**src/rtl/stage_done_responder_pkg.sv**
```systemverilog
// Shared types and constants for the stage start/done responder.
package ctl_tb_pkg;

    typedef enum logic [1:0] {
        ST_IDLE = 2'd0,
        ST_BUSY = 2'd1,
        ST_DONE = 2'd2
    } stage_st_e;

    // Feedback taps for x^8+x^6+x^5+x^4+1 on a left-shifting Fibonacci LFSR
    // (register bits 7,5,4,3 feed the new LSB).
    localparam logic [7:0] LFSR_TAPS = 8'hB8;

endpackage

```
**src/rtl/stage_done_responder_lfsr8.sv**
```systemverilog
// 8-bit Fibonacci LFSR used as the latency jitter source; advances only when stepped.
module tb_lfsr8
    import ctl_tb_pkg::*;
#(
    parameter logic [7:0] SEED = 8'hA5
) (
    input  logic       clk,
    input  logic       rst,
    input  logic       step_i,
    output logic [7:0] lfsr_o
);

    logic [7:0] lfsr_q;
    logic [7:0] lfsr_d;

    // Next value: shift left, new LSB is the parity of the tapped bits.
    always_comb begin
        lfsr_d = lfsr_q;
        if (step_i) begin
            lfsr_d = {lfsr_q[6:0], ^(lfsr_q & LFSR_TAPS)};
        end
    end

    // Register with synchronous reload of the seed.
    always_ff @(posedge clk) begin
        if (rst) begin
            lfsr_q <= SEED;
        end else begin
            lfsr_q <= lfsr_d;
        end
    end

    assign lfsr_o = lfsr_q;

endmodule

```
**src/rtl/stage_done_responder.sv**
```systemverilog
// Stage-side responder for the sequencer start/done handshake: models compute
// latency from the job level, holds done until the next start, flags protocol errors.
module stage_done_responder
    import ctl_tb_pkg::*;
#(
    parameter int unsigned LEVEL_WIDTH   = 4,
    parameter int unsigned CNT_W         = 16,
    parameter int unsigned BASE_LAT      = 3,
    parameter int unsigned LAT_PER_LEVEL = 2,
    parameter logic [7:0]  JITTER_MASK   = 8'h00,
    parameter logic [7:0]  LFSR_SEED     = 8'hA5
) (
    input  logic                   clk,
    input  logic                   rst,
    input  logic                   i_start,
    input  logic                   i_switch_mode,
    input  logic [LEVEL_WIDTH-1:0] i_level,
    output logic                   o_done,
    output logic                   o_busy,
    output logic [LEVEL_WIDTH-1:0] o_level_q,
    output logic [CNT_W-1:0]       o_job_cnt,
    output logic [CNT_W-1:0]       o_switch_cnt,
    output logic                   o_err
);

    localparam int unsigned LW = CNT_W + 1;

    stage_st_e              state_q, state_d;
    logic [CNT_W-1:0]       cnt_q, cnt_d;
    logic [LEVEL_WIDTH-1:0] level_q, level_d;
    logic [CNT_W-1:0]       job_q, job_d;
    logic [CNT_W-1:0]       sw_q, sw_d;
    logic                   err_q, err_d;

    logic       lfsr_step;
    logic [7:0] lfsr_val;
    logic [LW-1:0]    lat_full;
    logic [CNT_W-1:0] lat;
    logic             busy;
    logic             accept;

    tb_lfsr8 #(
        .SEED(LFSR_SEED)
    ) u_lfsr (
        .clk   (clk),
        .rst   (rst),
        .step_i(lfsr_step),
        .lfsr_o(lfsr_val)
    );

    // Latency uses the jitter value present in the start cycle; one guard bit
    // detects overflow so the result saturates instead of wrapping.
    assign lat_full = LW'(BASE_LAT) + LW'(i_level) * LW'(LAT_PER_LEVEL)
                    + LW'(lfsr_val & JITTER_MASK);
    assign lat      = lat_full[CNT_W] ? '1 : lat_full[CNT_W-1:0];

    assign busy   = (state_q == ST_BUSY);
    assign accept = i_start && !busy;

    // Next-state: countdown in BUSY, job acceptance, counters and sticky error.
    always_comb begin
        state_d   = state_q;
        cnt_d     = cnt_q;
        level_d   = level_q;
        job_d     = job_q;
        sw_d      = sw_q;
        err_d     = err_q;
        lfsr_step = 1'b0;

        case (state_q)
            ST_BUSY: begin
                cnt_d = cnt_q - CNT_W'(1);
                if (cnt_q == CNT_W'(1)) begin
                    state_d = ST_DONE;
                end
            end
            default: ;
        endcase

        if (accept) begin
            level_d   = i_level;
            job_d     = job_q + CNT_W'(1);
            lfsr_step = 1'b1;
            if (lat == CNT_W'(1)) begin
                state_d = ST_DONE;
            end else begin
                state_d = ST_BUSY;
                cnt_d   = lat - CNT_W'(1);
            end
        end

        if (i_start && busy) begin
            err_d = 1'b1;
        end

        if (i_switch_mode) begin
            sw_d = sw_q + CNT_W'(1);
            if (busy) begin
                err_d = 1'b1;
            end
        end
    end

    // State and counter registers; reset aborts any job in flight.
    always_ff @(posedge clk) begin
        if (rst) begin
            state_q <= ST_IDLE;
            cnt_q   <= '0;
            level_q <= '0;
            job_q   <= '0;
            sw_q    <= '0;
            err_q   <= 1'b0;
        end else begin
            state_q <= state_d;
            cnt_q   <= cnt_d;
            level_q <= level_d;
            job_q   <= job_d;
            sw_q    <= sw_d;
            err_q   <= err_d;
        end
    end

    assign o_busy       = (state_q == ST_BUSY);
    assign o_done       = (state_q == ST_DONE);
    assign o_level_q    = level_q;
    assign o_job_cnt    = job_q;
    assign o_switch_cnt = sw_q;
    assign o_err        = err_q;

endmodule

```
**config.mk**
```make
export PLATFORM = sky130hd
export DESIGN_NAME = stage_done_responder
export DESIGN_NICKNAME = d
export VERILOG_FILES = /design/src/rtl/stage_done_responder_pkg.sv /design/src/rtl/stage_done_responder_lfsr8.sv /design/src/rtl/stage_done_responder.sv
export SDC_FILE = /design/constraint.sdc
export NUM_CORES = 1
export LEC_CHECK = 0
export CAP_MARGIN = 25
export CORE_MARGIN = 5
export CORE_UTILIZATION = 52
export DETAILED_ROUTE_END_ITERATION = 8
export PLACE_DENSITY = 0.8
export REMOVE_ABC_BUFFERS = 1
export SYNTH_ARGS = -nofsm -noshare
export SYNTH_HDL_FRONTEND = slang
export SYNTH_SLANG_ARGS = --single-unit
```
**constraint.sdc**
```tcl
create_clock -name clk -period 2.1 [get_ports clk]
set_input_delay 0.42 -clock clk [delete_from_list [all_inputs] [get_ports clk]]
set_output_delay 0.42 -clock clk [all_outputs]
set_load 0.02 [all_outputs]
```
==> results of run 1 <==
[metal layers]
layer,global-route usage (%),vias up
met5,0,-
met4,8.45,0
met3,4.74,10
met2,31.4,65
met1,26.2,1082
li1,-,1159
[worst max-delay path by stage]
stage | cells past startpoint | to | slack (ps) | from
global route | 4 | cnt_q[14]$_SDFF_PP0_ | 70 | cnt_q[10]$_SDFF_PP0_
finish | 2 | o_done | 180 | state_q[1]$_SDFFE_PP0P_
global placement | 7 | cnt_q[3]$_SDFF_PP0_ | 140 | i_level[0]
floorplan | 4 | o_job_cnt[14]$_SDFFE_PP0P_ | 410 | state_q[1]$_SDFFE_PP0P_
detailed placement | 7 | cnt_q[3]$_SDFF_PP0_ | 10 | i_level[0]
CTS | 2 | o_done | 160 | state_q[1]$_SDFFE_PP0P_
[registers in the layout, summed over array words and instances (netlist names)]
signal,cells
o_err,1
o_level_q,4
o_job_cnt,16
o_switch_cnt,16
cnt_q,16
state_q,2
[worst min-delay path: stages, from the launching register on]
cell and delay, ps:
sky130_fd_sc_hd__dfxtp_1 320, sky130_fd_sc_hd__inv_1 50, sky130_fd_sc_hd__a21oi_1 50
[cell usage after synthesis, types with 2 or more instances]
cell type,count
sky130_fd_sc_hd__a21oi_1,25
sky130_fd_sc_hd__and2_1,4
sky130_fd_sc_hd__and3_1,4
sky130_fd_sc_hd__and4_1,2
sky130_fd_sc_hd__buf_2,2
sky130_fd_sc_hd__clkbuf_1,7
sky130_fd_sc_hd__dfxtp_1,55
sky130_fd_sc_hd__ha_1,5
sky130_fd_sc_hd__inv_1,9
sky130_fd_sc_hd__nand2_1,30
sky130_fd_sc_hd__nand3_1,11
sky130_fd_sc_hd__nand4_1,15
sky130_fd_sc_hd__nor2_1,32
sky130_fd_sc_hd__nor3_1,3
sky130_fd_sc_hd__nor4_1,4
sky130_fd_sc_hd__o211ai_1,2
sky130_fd_sc_hd__o21ai_0,10
sky130_fd_sc_hd__o31ai_1,8
sky130_fd_sc_hd__or2_2,2
sky130_fd_sc_hd__or3_1,8
sky130_fd_sc_hd__or4_1,8
sky130_fd_sc_hd__xnor2_1,8
sky130_fd_sc_hd__xor2_1,21
[logic make-up after synthesis]
family	after synthesis
simple gates	132
fa+ha+maj	5
xor+xnor	29
compound gates	52
flops	55
buf+inv	20
mux	1
[layout by cell type, fill, tap and decap left out, types with 8 or more instances in the layout]
master / instances
sky130_fd_sc_hd__nand2_1: 30
sky130_fd_sc_hd__or4_1: 8
sky130_fd_sc_hd__nand3_1: 11
sky130_fd_sc_hd__o21ai_0: 10
sky130_fd_sc_hd__inv_1: 9
sky130_fd_sc_hd__dfxtp_1: 55
sky130_fd_sc_hd__a21oi_1: 25
sky130_fd_sc_hd__o31ai_1: 8
sky130_fd_sc_hd__xnor2_1: 8
sky130_fd_sc_hd__nand4_1: 15
sky130_fd_sc_hd__xor2_1: 21
sky130_fd_sc_hd__buf_4: 14
sky130_fd_sc_hd__nor2_1: 32
sky130_fd_sc_hd__or3_1: 8
sky130_fd_sc_hd__clkdlybuf4s50_1: 45
[power groups by stage]
stage	Sequential [mW]	Clock (mW)	Combinational [mW]
final	1.13	0.718	0.337
after global routing	1.14	0.789	0.370
after CTS	1.13	0.739	0.337
after detailed placement	1.15	0	0.334
after global placement	1.15	0	0.326
after floorplan	1.16	0	0.179
[timing repair]
| action | in CTS | in global routing |
|---|---|---|
| gates resized for setup | 1 | 0 |
| setup endpoints to repair | 1 | 0 |
| hold buffers | 0 | 0 |
[area by class of cell]
class | count | area (um^2)
clock buffers | 5 | 68.8
clock inverters | 3 | 47.5
fillers | 416 | 1450
inverters | 9 | 33.8
multi-input cells | 219 | 1350
flip-flops and latches | 55 | 1100
well taps | 67 | 83.8
repair buffers | 61 | 584
[stage by stage]
stage,hold slack [ps],utilization (%),worst slack (ps)
6_report,458,69.3,182
5_1_grt,490,69.3,65.4
4_1_cts,464,69.3,164
3_5_place_dp,446,66.8,9.94
3_3_place_gp,438,66.8,138
2_1_floorplan,452,-,406
==> impl.org, run 1 <==
** Drt
- Overall routed net length :: 5820 um
- After detailed routing, the met2 layer carries 2690 um of wire.
- The count of nets left with antenna violations once routing finished came out at 0.
- Routed met3 length :: 376 um
- In this run, the number of DRC markers left after iteration 0 of detailed routing was 118.
- Signal routing reaches up to met4.
- After detailed routing, the number of vias per cell comes to 5.53.
- DR WL/cell :: 13.9 um
- The first TritonRoute pass finished after 4 iterations.
- After detailed routing, the number of remaining DRC violations is 0.
- In the final routing, the length of wire on met1 measures 2620 um.
- Total number of vias :: 2316

** Placed design
- The count of buffers added on input and output ports is 46.
- Routability congestion estimate from global placement :: 0.891
- Number of instances in the placed design :: 411
- Placed inst area :: 3160 um^2
- Detailed placer's ending HPWL :: 4270 um

** Logic synthesis
- The synthesized design contains 0 enable-type register cells.
- Counting distinct cell types in the post-synthesis netlist gives 42.
- Counting flops and latches in the post-synthesis netlist gives 55.
- Dominant combinational cell family by area after synthesis :: simple AND/OR/NAND/NOR gates
- Async S/R FF share, synth :: 0%
- Predominant post-synthesis flop cell :: sky130_fd_sc_hd__dfxtp_1
- Fraction of the mapped netlist area in simple logic gates :: 27.9%
- Gate count of the mapped netlist :: 294
- Share of the synthesized area in compound gates (AO/OA/AOI/OAI) :: 12.5%
- Summing every instance area after synthesis gives 2540 um^2.
- Of all cell types, the one taking the most synthesized area is sky130_fd_sc_hd__dfxtp_1.
- Yosys printed 0 warnings.
- Summing the areas of all fa, ha and maj instances in the mapped netlist gives 2.46% of the synthesized area.
- XOR/XNOR Fraction of Synth Area :: 10.0%
- In this run the mean area of a mapped cell was 8.63 um^2.
- Fraction of synthesized cell area taken by the top area cell type :: 43.4%
- Of the post-synthesis cell area, the part taken by muxes is 0.394%.
- For this run, the register share of the synthesized area comes to 43.4%.
- Sorting the synthesized cells by area gives the leading types as sky130_fd_sc_hd__dfxtp_1 43%, sky130_fd_sc_hd__xor2_1 7.2%, sky130_fd_sc_hd__a21oi_1 4.9%.

** Critical path
- STA classifies the critical path startpoint as a flip-flop.
- Arrival @ worst endpoint :: 1500 ps
- In this run the worst path has a maximum fanout of 4.
- The critical path is of the flip-flop to output port type.
- Cell with the largest stage delay on the worst path :: sky130_fd_sc_hd__clkdlybuf4s50_1
- The kind of cell with the highest combined delay along the critical path is buffers and inverters.
- Cell depth of the worst flop-to-flop path :: 4
- In this design, the stage delay of the slowest critical-path cell is 610 ps.
- Walking the worst path, the cells encountered are nor2b_1 > clkdlybuf4s50_1.
- At the worst endpoint, the required time is 1680 ps.
- Crit path buffers/inverters :: 1
- Reg-to-Reg Start :: cnt_q[10]$_SDFF_PP0_
- The worst register-to-register path has a setup slack of 290 ps.
- In this run the critical register-to-register path is captured at cnt_q[15]$_SDFF_PP0_.
- The worst setup path is captured at an output port.

** Global routing
- Largest net degree at the start of global routing :: 39
- The initial antenna violation count came to 0.
- Via count of the first global-routing pass :: 2188
- For this run, the total global-route usage over all layers was measured as 20.0%.
- Remaining global-route overflow :: 0
- Wire length of the first global-routing pass :: 10100 um

** STA
- Final setup violation count :: 0
- Share of the clock period used by the worst path after layout :: 91.3%
- Counting I/O delays and the setup requirement, the final critical path takes 1920 ps.
- Largest clock skew in the final design :: 12.0 ps
- Achievable clock frequency :: 521 MHz
- RSZ-0062 raised after global routing :: false
- Rel. slew slack :: 67.9%
- Transition at the pin with the smallest max-transition slack :: 477 ps
- Total negative slack :: 0 ps
- The number of max-slew violations in the final report came to 0.
- Final-report hold violation count :: 0

** Die
- The die is 79.9 um wide.
- Area of the die :: 6380 um^2
- The total area inside the core boundary comes to 4720 um^2.
- Height of the die :: 79.9 um
- For this configuration, the core starts out at a cell density of 53.7%.
- After floorplanning, the core was divided into 25 placement rows.
- Pin placement for this block handled 47 I/O pins.

** Clocking
- For this design, the sink count on the clock tree is 55.
- CTS H-tree depth :: 2
- Number of buffers inserted during clock tree synthesis :: 5
- # Post-CTS Setup Buffers :: 0
- TritonCTS clock tree :: yes
- Clock tree synthesis selected as its root buffer the cell sky130_fd_sc_hd__clkbuf_8.
- Clock slew seen by the registers of the worst setup and hold paths :: 90 ps
- In this run the deepest clock path goes through 2 buffers.
- Clock latency of the later-clocked register in the worst-skew pair :: 320 ps

** Power
- Proportion of power drawn by combinational gates :: 15.4%
- Total power after layout :: 2.18 mW
- Power density over the cells :: 667 nW/um^2
- Sequential cell fraction of total power :: 51.7%
- Switching Fraction :: 27.0%
- The clock network burns 32.9% of the power.
- Leak :: 1.15 nW
- Internal Pwr Total :: 1.59 mW
- In this run the power spent charging and discharging nets is 0.590 mW.
- Peak VDD IR :: 0.000457 V

** Layout
- Leaving out filler cells and counting taps, the final layout contains 419.
- After the last flow step, the layout net total stands at 364.
- Final instance area :: 3270 um^2
- The repair_antennas step left the layout with diodes totalling 0.
- The area growth from synthesis to layout is 28.9%.
- Share of layout cells above drive strength 1 :: 8.52%

** Min path
- The path class of the tightest hold or removal check is flip-flop to flip-flop.
- In this run the most critical hold path is launched from o_err$_SDFF_PP0_.
- Along the worst hold path, the cell count comes to 2.
- For hold timing, the worst endpoint is o_err$_SDFF_PP0_.

** Run status
- Status :: completed

** Job
- Max-capacitance violation count :: 0
Power figures use the tool's default switching activity.
==> inputs of run 2 (changes only) <==
--- a/config.mk
+++ b/config.mk
@@ -9,8 +9,9 @@
 export CORE_MARGIN = 5
 export CORE_UTILIZATION = 52
 export DETAILED_ROUTE_END_ITERATION = 8
+export MAX_ROUTING_LAYER = met4
 export PLACE_DENSITY = 0.8
-export REMOVE_ABC_BUFFERS = 1
+export SLEW_MARGIN = 20
 export SYNTH_ARGS = -nofsm -noshare
 export SYNTH_HDL_FRONTEND = slang
 export SYNTH_SLANG_ARGS = --single-unit
==> impl.org, run 2 (same netlist as run 1, synthesis figures left out) <==
** Run status
- Status :: completed

** Layout
- The filler cells instantiated in the layout total 394.
- Signed area change from the synthesized netlist to the final layout :: 26.9%
- Leaving out fill and tap cells, the most frequent cell in the layout is sky130_fd_sc_hd__dfxtp_1.
- 0 antenna diodes ended up in the layout.
- Area used by multi-input combinational logic :: 1350 um^2
- Final net count :: 363
- Sequential cell area in the final layout :: 1100 um^2
- Most frequent cells in the layout :: 55 x sky130_fd_sc_hd__dfxtp_1, 45 x sky130_fd_sc_hd__clkdlybuf4s50_1, 32 x sky130_fd_sc_hd__nor2_1, 30 x sky130_fd_sc_hd__nand2_1, 25 x sky130_fd_sc_hd__a21oi_1
- Share of layout cells above drive strength 1 :: 7.45%

** Die
- During I/O placement, the number of pins put on the boundary was 47.
- Measured along the x axis, the die boundary spans 79.9 um.
- Initial core utilization :: 53.7%
- Floorplan row count :: 25
- Core area :: 4720 um^2
- The die covers 6380 um^2.
- From bottom edge to top edge, the die measures 79.9 um.

** Job
- Max-capacitance violation count :: 0

** Placed design
- Number of buffer cells added on primary ports :: 46
- Detailed placer's ending HPWL :: 4060 um
- Routability congestion estimate from global placement :: 0.857

** Critical path
- Endpoint kind of the worst setup timing path :: output port
- Kind of launch point of the worst setup path :: flip-flop
- The largest single stage delay on the critical path is 610 ps.
- Worst setup path category :: flip-flop to output port
- Arrival @ worst endpoint :: 1470 ps
- CP cell instances :: nor2b_1 > clkdlybuf4s50_1
- The critical path crosses 2 cells after its start point.
- Cell depth of the worst flop-to-flop path :: 4
- Biggest fanout along the worst timing path :: 4
- The number of buffers and inverters on the critical path is 1.
- Among all stages on the critical path, the largest delay is contributed by sky130_fd_sc_hd__clkdlybuf4s50_1.
- Among cell families on the critical path, the largest total delay comes from buffers and inverters.
- For the worst setup path, the data required time is 1680 ps.

** STA
- Transition at the pin with the smallest max-transition slack :: 458 ps
- Final max-slew violation count :: 0
- Setup total negative slack on the finished layout was measured at 0 ps.
- On the final layout, the worst clock skew is 6.88 ps.
- Final setup violation count :: 0
- The number of hold violations in the final report is 0.
- Hold Slack :: 463 ps
- In this run the tightest slew margin relative to its limit is 69.2%.
- RSZ-0062 raised after global routing :: false
- In the finished design, the share of the clock period the worst path needs comes to 90.2%.
- Achievable clock frequency :: 528 MHz
- Minimum period implied by the final worst setup slack :: 1890 ps

** Power
- Total power after layout :: 1.98 mW
- Internal power comes to 1.45 mW.
- Sequential cell fraction of total power :: 56.9%
- Power density over the cells :: 616 nW/um^2
- Leak :: 1.13 nW
- Switching Fraction :: 26.8%
- Clock network power share :: 26.7%
- Across the VDD grid, the largest voltage drop is 0.000347 V.
- Proportion of power drawn by combinational gates :: 16.4%
- In this run the power spent charging and discharging nets is 0.532 mW.

** Clocking
- Buffers inserted during clock tree synthesis total 5.
- Clk sink count :: 55
- Clock root buffer master :: sky130_fd_sc_hd__clkbuf_8
- Once the clock tree was built, the setup fixing pass inserted 0 buffers.
- The clock tree synthesis step divided the H-tree into 2 levels.
- Number of instances resized during post-cts repair :: 1
- Total of hold buffers inserted after clock tree synthesis :: 0
- The clock reaches the later pin of the worst-skew pair after 300 ps.
- Clock-pin slew was measured on the worst setup and hold paths at 90 ps.
- The clock passes through at most 2 buffers.
- TritonCTS built the clock tree.

** Drt
- In the routed layout, each cell is associated on average with a via count of 5.42.
- DR WL/cell :: 13.5 um
- In the routed design, unresolved DRC markers number 0.
- The routed layout has 2255 vias.
- The first detailed-routing pass took 4 iterations.
- After the first detailed-routing iteration, the DRC count stood at 135.
- After detailed routing, the total wire length is 5630 um.
- Once detail routing completed, the nets flagged for antenna violations numbered 0.

** Global routing
- Remaining global-route overflow :: 0
- Overall fraction of global-route tracks in use :: 19.0%
- Wire length of the first global-routing pass :: 9470 um
- The via count of the first global-routing pass is 2020.
- Antenna violations before repair :: 0
- Largest net degree at the start of global routing :: 43

** Logic synthesis
- The number of nets handed over by synthesis was 307.

** Min path
- Hold path cells :: 2
- The min-delay analysis places its worst path in the category flip-flop to flip-flop.
run 2: cell types whose count changed in the layout (fill, tap and decap cells not counted):
cell / change
sky130_fd_sc_hd__buf_4: -1
sky130_fd_sc_hd__bufinv_16: -1
sky130_fd_sc_hd__inv_6: -1
sky130_fd_sc_hd__clkbuf_1: +1
sky130_fd_sc_hd__clkinv_4: -1
run 2: tightest hold or removal path, cell delays in order (launching register included):
cell                      delay [ps]
sky130_fd_sc_hd__dfxtp_1         320
sky130_fd_sc_hd__nand2_1          50
sky130_fd_sc_hd__a21oi_1          50
run 2: through the flow:
step                      setup slack (ps)  cells  utilization [%]  cell area (um^2)
after floorplan                        411    294                -              2540
after global placement                80.9    410             66.7              3150
after detailed placement              14.6    410             66.7              3150
after CTS                              189    416             68.2              3220
after global routing                   110    416             68.2              3220
final                                  207    416             68.2              3220
run 2: power by group through the flow:
stage | logic, mW | registers [mW] | clock network (mW)
6_report | 0.326 | 1.13 | 0.530
5_1_grt | 0.356 | 1.14 | 0.590
4_1_cts | 0.327 | 1.13 | 0.551
3_5_place_dp | 0.325 | 1.15 | 0
3_3_place_gp | 0.321 | 1.15 | 0
2_1_floorplan | 0.200 | 1.16 | 0
run 2: routing by layer:
| layer | track usage [%] | up-vias | routed length (um) |
|---|---|---|---|
| met3 | 4.40 | 9 | 211 |
| li1 | - | 1160 | - |
| met5 | - | - | 0 |
| met1 | 24.4 | 1042 | 2710 |
| met4 | 6.93 | 0 | 105 |
| met2 | 29.4 | 44 | 2600 |
run 2: layout make-up:
cell class | count | area share, %
tap | 67 | 2.60
multi-input combinational | 219 | 42.0
clock buffer | 6 | 2.25
sequential | 55 | 34.2
timing repair buffer | 60 | 17.9
inverter | 9 | 1.05
run 2: path summary, 6_finish.rpt:
kind	from	end	slack (ps)
worst max-delay path	state_q[1]$_SDFFE_PP0P_	o_done	210
worst min-delay path	o_level_q[1]$_SDFFE_PP0P_	o_level_q[1]$_SDFFE_PP0P_	460
worst max register to register	cnt_q[10]$_SDFF_PP0_	cnt_q[15]$_SDFF_PP0_	340
worst min register to register	o_level_q[1]$_SDFFE_PP0P_	o_level_q[1]$_SDFFE_PP0P_	460
